<file path="src/rtl/rsa_modexp_decrypt.sv">
// RSA decryption core: m = c^d mod n by right-to-left square-and-multiply over a bit-serial modular multiplier.
// Define MODEXP_CONST_TIME_EN for fixed-latency operation (WIDTH loop iterations, multiply always performed).
module rsa_modexp_decrypt #(
  parameter int WIDTH = 12
) (
  input  logic             clk,
  input  logic             rst,
  input  logic             start,
  input  logic [WIDTH-1:0] c,
  input  logic [WIDTH-1:0] d,
  input  logic [WIDTH-1:0] n,
  output logic [WIDTH-1:0] m,
  output logic             busy,
  output logic             flag,
  output logic             err
);

  localparam int BW  = $clog2(WIDTH);
  localparam int ITW = $clog2(WIDTH + 1);

  typedef enum logic [2:0] {S_IDLE, S_REDUCE, S_LOOP, S_MUL_R, S_MUL_B, S_DONE} state_t;

  state_t           r_state;
  logic [WIDTH-1:0] r_c, r_n, r_exp, r_base, r_result, r_m;
  logic [WIDTH:0]   r_acc;
  logic [BW-1:0]    r_bit;
  logic             r_bad, r_busy, r_flag, r_err;
`ifdef MODEXP_CONST_TIME_EN
  logic [ITW-1:0]   r_iter;
`endif

  logic [WIDTH-1:0] w_a, w_b;
  logic [WIDTH:0]   w_n_ext, w_t0, w_t1, w_t2, w_t3;
  logic             w_last;

  // Multiplier operands: a must already be reduced below n; b is scanned MSB first.
  always_comb begin
    w_a = r_base;
    w_b = r_base;
    case (r_state)
      S_REDUCE: begin w_a = WIDTH'(1); w_b = r_c; end
      S_MUL_R:  w_a = r_result;
      default:  ;
    endcase
  end

  // acc < n, so doubling never loses its top bit and every partial sum fits WIDTH+1 bits.
  assign w_n_ext = {1'b0, r_n};
  assign w_t0    = {r_acc[WIDTH-1:0], 1'b0};
  assign w_t1    = (w_t0 >= w_n_ext) ? w_t0 - w_n_ext : w_t0;
  assign w_t2    = w_t1 + (w_b[r_bit] ? {1'b0, w_a} : '0);
  assign w_t3    = (w_t2 >= w_n_ext) ? w_t2 - w_n_ext : w_t2;
  assign w_last  = (r_bit == '0);

  assign m    = r_m;
  assign busy = r_busy;
  assign flag = r_flag;
  assign err  = r_err;

  // NOTE: all state uses non-blocking assignments so every register updates from pre-edge values.
  always_ff @(posedge clk or posedge rst) begin
    if (rst) begin
      r_state  <= S_IDLE;
      r_c      <= '0;
      r_n      <= '0;
      r_exp    <= '0;
      r_base   <= '0;
      r_result <= '0;
      r_m      <= '0;
      r_acc    <= '0;
      r_bit    <= '0;
      r_bad    <= 1'b0;
      r_busy   <= 1'b0;
      r_flag   <= 1'b0;
      r_err    <= 1'b0;
`ifdef MODEXP_CONST_TIME_EN
      r_iter   <= '0;
`endif
    end else begin
      case (r_state)
        S_IDLE: begin
          if (start) begin
            r_c      <= c;
            r_n      <= n;
            r_exp    <= d;
            r_result <= WIDTH'(1);
            r_acc    <= '0;
            r_bit    <= BW'(WIDTH - 1);
            r_bad    <= 1'b0;
            r_err    <= 1'b0;
            r_busy   <= 1'b1;
`ifdef MODEXP_CONST_TIME_EN
            r_iter   <= '0;
`endif
            r_state  <= S_REDUCE;
          end
        end

        S_REDUCE, S_MUL_R, S_MUL_B: begin
          if (r_state == S_REDUCE && r_n < WIDTH'(2)) begin
            // Degenerate modulus: skip the arithmetic and report through LOOP.
            r_bad    <= 1'b1;
            r_result <= '0;
            r_state  <= S_LOOP;
          end else if (!w_last) begin
            r_acc <= w_t3;
            r_bit <= r_bit - BW'(1);
          end else begin
            r_acc <= '0;
            r_bit <= BW'(WIDTH - 1);
            case (r_state)
              S_REDUCE: begin
                r_base  <= w_t3[WIDTH-1:0];
                r_state <= S_LOOP;
              end
              S_MUL_R: begin
`ifdef MODEXP_CONST_TIME_EN
                if (r_exp[0]) r_result <= w_t3[WIDTH-1:0];
`else
                r_result <= w_t3[WIDTH-1:0];
`endif
                r_state <= S_MUL_B;
              end
              default: begin
                r_base  <= w_t3[WIDTH-1:0];
                r_exp   <= r_exp >> 1;
`ifdef MODEXP_CONST_TIME_EN
                r_iter  <= r_iter + ITW'(1);
`endif
                r_state <= S_LOOP;
              end
            endcase
          end
        end

        S_LOOP: begin
`ifdef MODEXP_CONST_TIME_EN
          if (r_bad || r_iter == ITW'(WIDTH)) begin
`else
          if (r_bad || r_exp == '0) begin
`endif
            r_m     <= r_result;
            r_err   <= r_bad;
            r_flag  <= 1'b1;
            r_busy  <= 1'b0;
            r_state <= S_DONE;
`ifdef MODEXP_CONST_TIME_EN
          end else begin
            r_state <= S_MUL_R;
          end
`else
          end else if (r_exp[0]) begin
            r_state <= S_MUL_R;
          end else begin
            r_state <= S_MUL_B;
          end
`endif
        end

        S_DONE: begin
          r_flag  <= 1'b0;
          r_state <= S_IDLE;
        end

        default: r_state <= S_IDLE;
      endcase
    end
  end

endmodule

</file>
<file path="config.mk">
export PLATFORM = sky130hd
export DESIGN_NAME = rsa_modexp_decrypt
export DESIGN_NICKNAME = d
export VERILOG_FILES = /design/src/rtl/rsa_modexp_decrypt.sv
export SDC_FILE = /design/constraint.sdc
export NUM_CORES = 1
export LEC_CHECK = 0
export ABC_AREA = 1
export CORE_ASPECT_RATIO = 1.1
export CORE_MARGIN = 2
export CORE_UTILIZATION = 64
export DETAILED_ROUTE_END_ITERATION = 7
export PLACE_DENSITY = 0.83
export SLEW_MARGIN = 15
export SYNTH_ARGS = -nofsm -noshare
export SYNTH_HDL_FRONTEND = slang
export SYNTH_SLANG_ARGS = --single-unit
</file>
<file path="constraint.sdc">
create_clock -name clk -period 7.77 [get_ports clk]
set_input_delay 2.331 -clock clk [delete_from_list [all_inputs] [get_ports clk]]
set_output_delay 2.331 -clock clk [all_outputs]
set_load 0.02 [all_outputs]
</file>
* Yosys cells after proc, flatten, opt, wreduce, memory -nomap -nowiden
Index checks and enable logic that the tools add are counted.
** Operators by class
- Add/sub/neg operators :: 4
- Multipliers :: 0
- Divide/modulo/power cells :: 0
- $lt $le $gt $ge :: 4
- Equal/unequal tests :: 13
- Shift operators :: 0
- Multiplexer cells :: 42
- Bitwise gates (word level) :: 2
- Reductions and logical operators :: 20
** Operators with widths (number)
- $mux 12 :: 14
- $pmux 12 s2 :: 4
- $ge 13x12->1 :: 2
- $mux 3 :: 6
- $add 13x12->13 :: 1
- $mux 13 :: 1
- $sub 13x12->13 :: 1
- $logic_not 12->1 :: 1
- $lt 12x2->1 const B :: 1
- $mux 4 :: 3
- $ne 2x2->1 const B :: 6
- $sub 12x12->12 :: 1
- $pmux 3 s3 :: 1
- $reduce_and 3->1 :: 3
- $pmux 1 s2 :: 4
- $pmux 4 s2 :: 1
- $reduce_and 2->1 :: 4
- $reduce_and 4->1 :: 2
- $mux 1 :: 7
- $eq 3x2->1 const B :: 2
- $eq 3x3->1 const B :: 2
- $ne 3x3->1 const B :: 2
- $reduce_bool 2->1 :: 3
- $lt 4x5->1 const B :: 1
- 11 further kinds :: 12
** Storage, ports and cells
- Bits in registers :: 95
- Bits in latches :: 0
- RAM bits :: 0
- Bits in read-only memories :: 0
- Input port bits :: 39
- Output and inout bits :: 15
- Word-level logic and storage cells :: 98
- Memories :: 0

* Depth between registers and ports, before layout
Gate-level depths: netlist (run 1).
- Depth after elaboration :: 12
- Mapped depth :: 34
- Depth with buffers taken out :: 32

* Worst setup path after synthesis (run 1)
No wires, ideal clock.
- Kind :: reg2reg
- From :: register r_n[1]
- To :: register r_acc[10]
- Library setup time :: 117 ps
- Arrival time :: 4329 ps
- Data required time :: 7653 ps
- Path slack :: 3324 ps
- Cell stages (with the launch flop) :: 33
- Buffers on the path :: 2
- Cell sequence :: dfrtp_1 -> inv_1 -> ha_1 -> ha_1 -> inv_1 -> nor2_1 -> nand3_1 -> nand2_1 -> nor2_1 -> nand2_2 -> inv_1 -> clkbuf_1 -> nor2_1 -> ha_1 -> fa_1 -> nand3_1 -> nand2_1 -> a21oi_1 -> o21ai_0 -> xor2_1 -> ha_1 -> nand2_1 -> a21oi_1 -> nor2_1 -> nand3_1 -> nand2_1 -> nand2_1 -> nand2_1 -> nand3_2 -> buf_6 -> or2_1 -> nand3_1 -> nand2_1
** Between the ends
- Longest elaborated chain between the ends :: 8
- Elaborated cells between the ends (all ways) :: 14
** Ends and longest elaborated chain
- start, declared :: line 24 : logic [WIDTH-1:0] r_c, r_n, r_exp, r_base, r_result, r_m;
- start signal, assigned :: line 84 : r_n <= n;
- $sub 13x12->13 or $ge 13x12->1 (tied branches) :: line 50 : assign w_t1 = (w_t0 >= w_n_ext) ? w_t0 - w_n_ext : w_t0;
- $mux 13 :: line 50
- $add 13x12->13 :: line 51 : assign w_t2 = w_t1 + (w_b[r_bit] ? {1'b0, w_a} : '0);
- $sub 12x12->12 or $ge 13x12->1 (tied branches) :: line 52 : assign w_t3 = (w_t2 >= w_n_ext) ? w_t2 - w_n_ext : w_t2;
- $mux 12 :: line 52
- $mux 12 :: line 105 : end else if (!w_last) begin
- $mux 12 :: line 100 : if (r_state == S_REDUCE && r_n < WIDTH'(2)) begin
- $pmux 12 s2 :: line 80 : case (r_state)
- end signal, assigned :: line 106 : r_acc <= w_t3;
- end, declared :: line 25 : logic [WIDTH:0] r_acc;
Several ways; a longest one is shown, not always the timed one. The select of a mux whose other input is x is not followed.
A chain may end at the register's enable or synchronous reset.

* Worst setup path in the final report (run 1)
- From :: register r_state[2]
- To :: register r_base[3]
** Between the ends
- Longest elaborated chain between the ends :: 8
- Elaborated cells between the ends (all ways) :: 17
** Ends and longest elaborated chain
- start, declared :: line 23 : state_t r_state;
- start signal, assigned :: line 63 : r_state <= S_IDLE;
- start signal, assigned :: line 95 : r_state <= S_REDUCE;
- start signal, assigned :: line 104 : r_state <= S_LOOP;
- $eq 3x1->1 :: line 40, 80, 100
- $mux 12 :: line 40 : case (r_state)
- $bmux 1 s4 :: line 51
- $mux 1 (not written as such) :: line 51
- $mux 12 :: line 51
- $add 13x12->13 :: line 51
- $sub 12x12->12 or $ge 13x12->1 (tied branches) :: line 52
- $mux 12 :: line 52
- end signal, assigned :: line 113 : r_base <= w_t3[WIDTH-1:0];
- end signal, assigned :: line 125 : r_base <= w_t3[WIDTH-1:0];
- end, declared :: line 24
Several ways; a longest one is shown, not always the timed one. The select of a mux whose other input is x is not followed.

==> run_results.csv, run 1 <==
group,metric,value,unit
outcome,status,"complete, no violations",
clock_tree,cts_buffer_depth,2,
sta,hold_violations,0,
sta,tightest_slew,1.142,ns
layout,n_antenna_cell,0,
setup_path,cpMaxStageDelayCell,"a31oi_1",
hold_path,hold_start,"busy",
clock_tree,numCtsBuffers,9,
layout,layout.nets,999,
setup_path,crit_path_frequent_cell,"nand2_1",
grt,track_usage,32.38,%
clock_tree,clockRootBuffer,"clkbuf_8",
die,core,0.009747,mm2
setup_path,end_kind,"flop",
setup_path,timing.rr.end,"r_base[3]",
detailed_routing,drt_pass1_iterations,5,
layout,syn_to_final_growth,12.15,%
sta,fin_crit,5.794,ns
layout,n_fill_cell,815,
die,rows,38,
synthesis,synthesis.area,0.006344,mm2
synthesis,synth-seq-cells,95,
detailed_routing,vias,5974,
die,die-area,0.01073,mm2
setup_path,r2r-start,"r_state[2]",
setup_path,r2r_cells,28,
sta,setup_viol,0,
hold_path,min_path_cells,2,
place,dp_slack,2.109,ns
synthesis,ys_types,40,
clock_tree,post-cts-setup-buffers,0,
place,dp_hpwl,12880,um
detailed_routing,drtAntennaViolNets,0,
sta,rsz0062_at_grt,"false",
setup_path,max_stage_delay,0.74,ns
detailed_routing,drc,0,
sta,slew_viol_final,0,
grt,grt_max_degree,60,
synthesis,synth-main-ff-cell,"dfrtp_1",
grt,grt_overflow_total,0,
hold_path,hold_path_end,"busy",
synthesis,async_flop_share,100.0,%
hold_path,hp-class,"reg -> reg",
grt,grt_pass1_vias,5796,
sta,fin_crit_sh,74.57,%
detailed_routing,viasPerCell,5.717,
grt,grt_first_pass_wirelength,27500,um
die,start_util,65.08,%
sta,setup_tns,0,ns
clock_tree,clk_pin_slew_worst_paths,0.10,ns
synthesis,synth_nets,956,
sta,fmax,172.6,MHz
clock_tree,cts_tree,"done",
setup_path,critPathArrivalTime,6.03,ns
detailed_routing,wl_per_cell,15.77,um
synthesis,synth_edf_count,0,
die,dieHeight,108.4,um
die,ios,54,
setup_path,crit_start,"r_state[2]",
setup_path,crit_fanout,20,
detailed_routing,drt_iter0_markers,439,
clock_tree,ctsHoldBuffers,0,
die,die_x,98.93,um
setup_path,worstPathRequired,8.01,ns
place,gp_congestion,0.9668,
layout,drive_gt1_share,4.973,%
setup_path,reg2reg_slack,1.98,ns
clock_tree,clkLatencyLatePin,0.37,ns
synthesis,avgSynthCellArea,7.233,um2
sta,slew_headroom,23.84,%
synthesis,yosysWarnings,0,
sta,fin_ws,1.976,ns
clock_tree,clock-sinks,95,
place,numPortBuffers,53,
detailed_routing,routed_wl,16480,um
setup_path,start_kind,"flop",
grt,antenna_found_initial,0,
clock_tree,cts_resized,0,
clock_tree,h-tree-depth,3,
synthesis,netlist_instances,877,
setup_path,crit_type,"reg -> reg",
synthesis,synth-seq-area-share,37.48,%
job,max_cap_violations,0,
sta,worst_clock_skew,0.01008,ns
[registers in the layout (all words and copies together), names as in the netlist]
name and flops:
m 12, r_c 12, r_exp 12, busy 1
r_bad 1, r_n 12, r_base 12, r_acc 12
r_bit 4, r_state 3, flag 1, err 1
r_result 12
[cell usage in the layout, fill, tap and decap left out, types with 3 or more instances in the layout]
cell type | Yosys | routed
fa_1 | 3 | 3
a22oi_1 | 12 | 12
nand2_2 | 3 | 3
nand4_1 | 10 | 10
inv_1 | 105 | 104
clkbuf_8 | 0 | 9
nor4_1 | 3 | 3
clkinv_2 | 0 | 3
o22ai_1 | 3 | 3
nand2_1 | 285 | 285
nor3_1 | 6 | 6
ha_1 | 37 | 37
xnor2_1 | 9 | 9
inv_6 | 0 | 3
clkdlybuf4s50_1 | 0 | 53
o21ai_0 | 67 | 67
o21ai_1 | 6 | 6
inv_2 | 4 | 4
xor2_1 | 17 | 17
o211ai_1 | 10 | 10
o31ai_1 | 3 | 3
nand3_1 | 56 | 56
a31oi_1 | 10 | 10
dfrtp_1 | 95 | 95
nor2_2 | 4 | 5
o21ai_2 | 8 | 8
nor2_1 | 57 | 56
a21oi_1 | 27 | 27
[cells in the mapped netlist, types with 3 or more instances]
cell	n	area (um2)
a21oi_1	27	135.1
nor4_1	3	18.77
o31ai_1	3	22.52
inv_2	4	15.01
a22oi_1	12	90.09
xor2_1	17	148.9
o21ai_1	6	30.03
o211ai_1	10	75.07
nand2_1	285	1070
ha_1	37	462.9
clkbuf_1	12	45.04
nand4_1	10	62.56
nor3_1	6	30.03
buf_6	3	33.78
inv_1	105	394.1
nor2_1	57	214.0
a31oi_1	10	62.56
o22ai_1	3	18.77
o21ai_0	67	335.3
buf_2	5	25.02
o21ai_2	8	70.07
dfrtp_1	95	2377
nand2_2	3	18.77
nor2_2	4	25.02
nand3_1	56	280.3
fa_1	3	60.06
xnor2_1	9	78.83
[metal layers]
metal | vias up | routed length (um) | track usage [%]
li1 | 2930 | - | -
met1 | 2792 | 7106 | 41.54
met2 | 218 | 7841 | 55.12
met3 | 34 | 904 | 4.072
met4 | 0 | 630 | 14.19
met5 | - | 0 | 0
[cell families after synthesis]
group	synth area share, %
simple gates	28.64
xor+xnor	3.590
flops	37.48
buf+inv	8.441
fa+ha+maj	8.245
compound gates	13.61
[worst max-delay path by stage]
stage                      end  slack, ns  cells after the start
finish               r_base[3]       1.98                     28
global route        r_base[10]       1.41                     30
CTS                   r_acc[8]       2.10                     29
detailed placement    r_acc[8]       2.11                     29
global placement      r_acc[8]       2.34                     29
floorplan                 busy       2.96                      1
[area by class of cell]
type	count	area, um2	share of cell area [%]
clock buffers	10	127.6	1.794
clock inverters	6	66.31	0.9321
inverters	110	414.1	5.821
repair buffers	55	545.5	7.668
well taps	120	150.1	2.110
multi-input cells	649	3433	48.26
flip-flops and latches	95	2377	33.42
[stage by stage]
step,hold WS (ns),instance area (um2),std cells,util [%]
final,0.4744,7114,1045,72.99
after global routing,0.5004,7114,1045,72.99
after CTS,0.4810,7114,1045,72.99
after detailed placement,0.4583,6920,1029,71.00
after global placement,0.4535,6920,1029,71.00
after floorplan,0.4345,6344,877,-
[worst max-delay path, delay by kind of cell (launching register included)]
kind | cells | cell delay [ns]
buf+inv | 2 | 0.33
fa+ha+maj | 3 | 1.03
xor+xnor | 1 | 0.30
simple gates | 16 | 2.04
flops | 1 | 0.44
compound gates | 6 | 1.51
Power of run 1 is not shown: default switching activity piles up to over one toggle a cycle in this logic, so the estimate is an artifact.
==> run 2: changes to the inputs <==
CORE_UTILIZATION = 53   (was 64)
PLACE_DENSITY = 0.73   (was 0.83)
clock period = 5.1 ns   (was 7.77 ns; I/O delays follow)
==> run 2 against run 1 <==
Net effect: final cell count rose by 5.6%; register-to-register slack got worse by 1.8 ns; worst setup slack got worse by 1.8 ns; count of clock-buffer cells in the layout did not move; critical endpoint is now r_acc[6]; largest cell class unchanged.
==> run_results.csv, run 2 (synthesis gave the netlist of run 1 again) <==
group,metric,value,unit
outcome,status,"complete, no violations",
grt,grt_max_degree,49,
sta,worst_clock_skew,0.01037,ns
detailed_routing,wl_per_cell,17.36,um
detailed_routing,vias,6223,
die,start_util,54.72,%
sta,fin_crit,4.910,ns
setup_path,critPathArrivalTime,5.13,ns
die,ios,54,
detailed_routing,drc,0,
place,dp_hpwl,14820,um
setup_path,worstPathRequired,5.32,ns
sta,rsz0062_at_grt,"true",
sta,fin_crit_sh,96.27,%
layout,layout.nets,1028,
setup_path,end_kind,"flop",
die,rows,41,
layout,seq_area,0.002377,mm2
setup_path,crit_fanout,17,
grt,grt_overflow_total,0,
grt,grtUsageMet3,5.130,%
setup_path,start_kind,"flop",
clock_tree,clock-sinks,95,
job,max_cap_violations,0,
layout,n_fill_cell,1027,
die,dieHeight,118.7,um
hold_path,hp-class,"reg -> reg",
die,core,0.01159,mm2
grt,antenna_found_initial,0,
sta,tightest_slew,1.102,ns
detailed_routing,drtAntennaViolNets,0,
clock_tree,clk_pin_slew_worst_paths,0.07,ns
grt,top_usage_layer,"met2",
clock_tree,h-tree-depth,3,
die,die-area,0.01286,mm2
layout,drive_gt1_share,12.47,%
detailed_routing,viasPerCell,5.637,
grt,grtUsageMet2,52.00,%
detailed_routing,routed_wl,19170,um
place,dp.cells,1082,
detailed_routing,drt_iter0_markers,562,
grt,track_usage,30.84,%
layout,final_common_cell,"nand2_1",
clock_tree,cts_tree,"done",
clock_tree,clkLatencyLatePin,0.35,ns
layout,n_antenna_cell,0,
clock_tree,numCtsBuffers,9,
place,gp_congestion,1.026,
clock_tree,ctsHoldBuffers,0,
sta,fmax,203.7,MHz
clock_tree,clockRootBuffer,"clkbuf_16",
sta,setup_viol,0,
setup_path,crit_type,"reg -> reg",
setup_path,cpMaxStageDelayCell,"dfrtp_1",
layout,multi_input_area,0.003736,mm2
setup_path,crit_path_frequent_cell,"nand2_1",
setup_path,max_stage_delay,0.40,ns
grt,grt_first_pass_wirelength,30630,um
layout,syn_to_final_growth,22.66,%
sta,slew_viol_final,0,
die,die_x,108.3,um
sta,hold_violations,0,
grt,use_met1,38.33,%
sta,whs,0.4693,ns
grt,grt_pass1_vias,6170,
layout,layout_common_cells,"nand2_1, inv_1, dfrtp_1",
detailed_routing,drt_pass1_iterations,7,
clock_tree,cts_buffer_depth,2,
place,numPortBuffers,53,
sta,slew_headroom,26.54,%
layout,final_cells,1104,
[run 2: cell count changes in the layout (fill, tap and decap cells not counted), moves of 5 or more]
cell       change
clkbuf_16      +9
o21ai_2        +6
ha_4          +13
buf_4         +24
o21ai_0       -10
ha_1          -14
inv_1          -6
nor2_2         +5
nor2_1         -6
clkbuf_8       -9
[run 2: metrics by stage]
stage	instance area [um2]	setup TNS (ns)	setup slack, ns	utilization (%)
finish	7781	0	0.1904	67.12
global route	7781	-0.4567	-0.06017	67.12
CTS	7433	0	0.001570	64.12
detailed placement	7143	-4.076	-0.1721	61.61
global placement	7143	-1.116	-0.05501	61.61
floorplan	6344	0	0.6536	-
[run 2: worst paths after layout]
kind | depth (start not counted) | slack, ns | end | from
setup reg to reg | 29 | 0.19 | r_acc[6] | r_state[0]
hold / removal | 2 | 0.47 | m[10] | m[10]
setup / recovery | 29 | 0.19 | r_acc[6] | r_state[0]
max in group asynchronous | 3 | 2.51 | r_result[7] | rst
min in group asynchronous | 2 | 1.63 | r_c[6] | rst
hold reg to reg | 2 | 0.47 | m[10] | m[10]
[run 2: cell type report]
type	instances	area share [%]
clock inverters	6	0.6432
inverters	110	5.403
multi-input cells	649	48.01
repair buffers	83	9.937
flip-flops and latches	95	30.55
clock buffers	10	2.943
repair inverters	1	0.09648
well taps	150	2.412
[run 2: what timing repair did]
| action | in CTS | in global routing |
|---|---|---|
| setup buffers | 0 | 4 |
| pin swaps | 0 | 3 |
| endpoints found under the setup margin | 36 | 36 |
| resized for setup | 5 | 62 |
| gates cloned | 0 | 2 |
[run 2: per-layer routing]
metal  vias to the layer above  routed length [um]
met2                       259                9253
met1                      2924                7873
met3                        52                1146
met4                         0                 892
li1                       2988                   -
met5                         -                   0
[run 2: worst max-delay path, delay by kind of cell, from the launching register on]
kind	cells	cell delay (ns)
buf+inv	3	0.39
compound gates	5	0.69
simple gates	17	1.98
xor+xnor	1	0.25
fa+ha+maj	3	1.04
flops	1	0.40
Power of run 2 is left out for the same reason.
==> run 3: changes to the inputs <==
CAP_MARGIN = 15   (was default)
==> results of run 3 <==
The final DEF is identical to that of run 2; final timing and power are the same.
Power of run 3 is left out for the same reason.
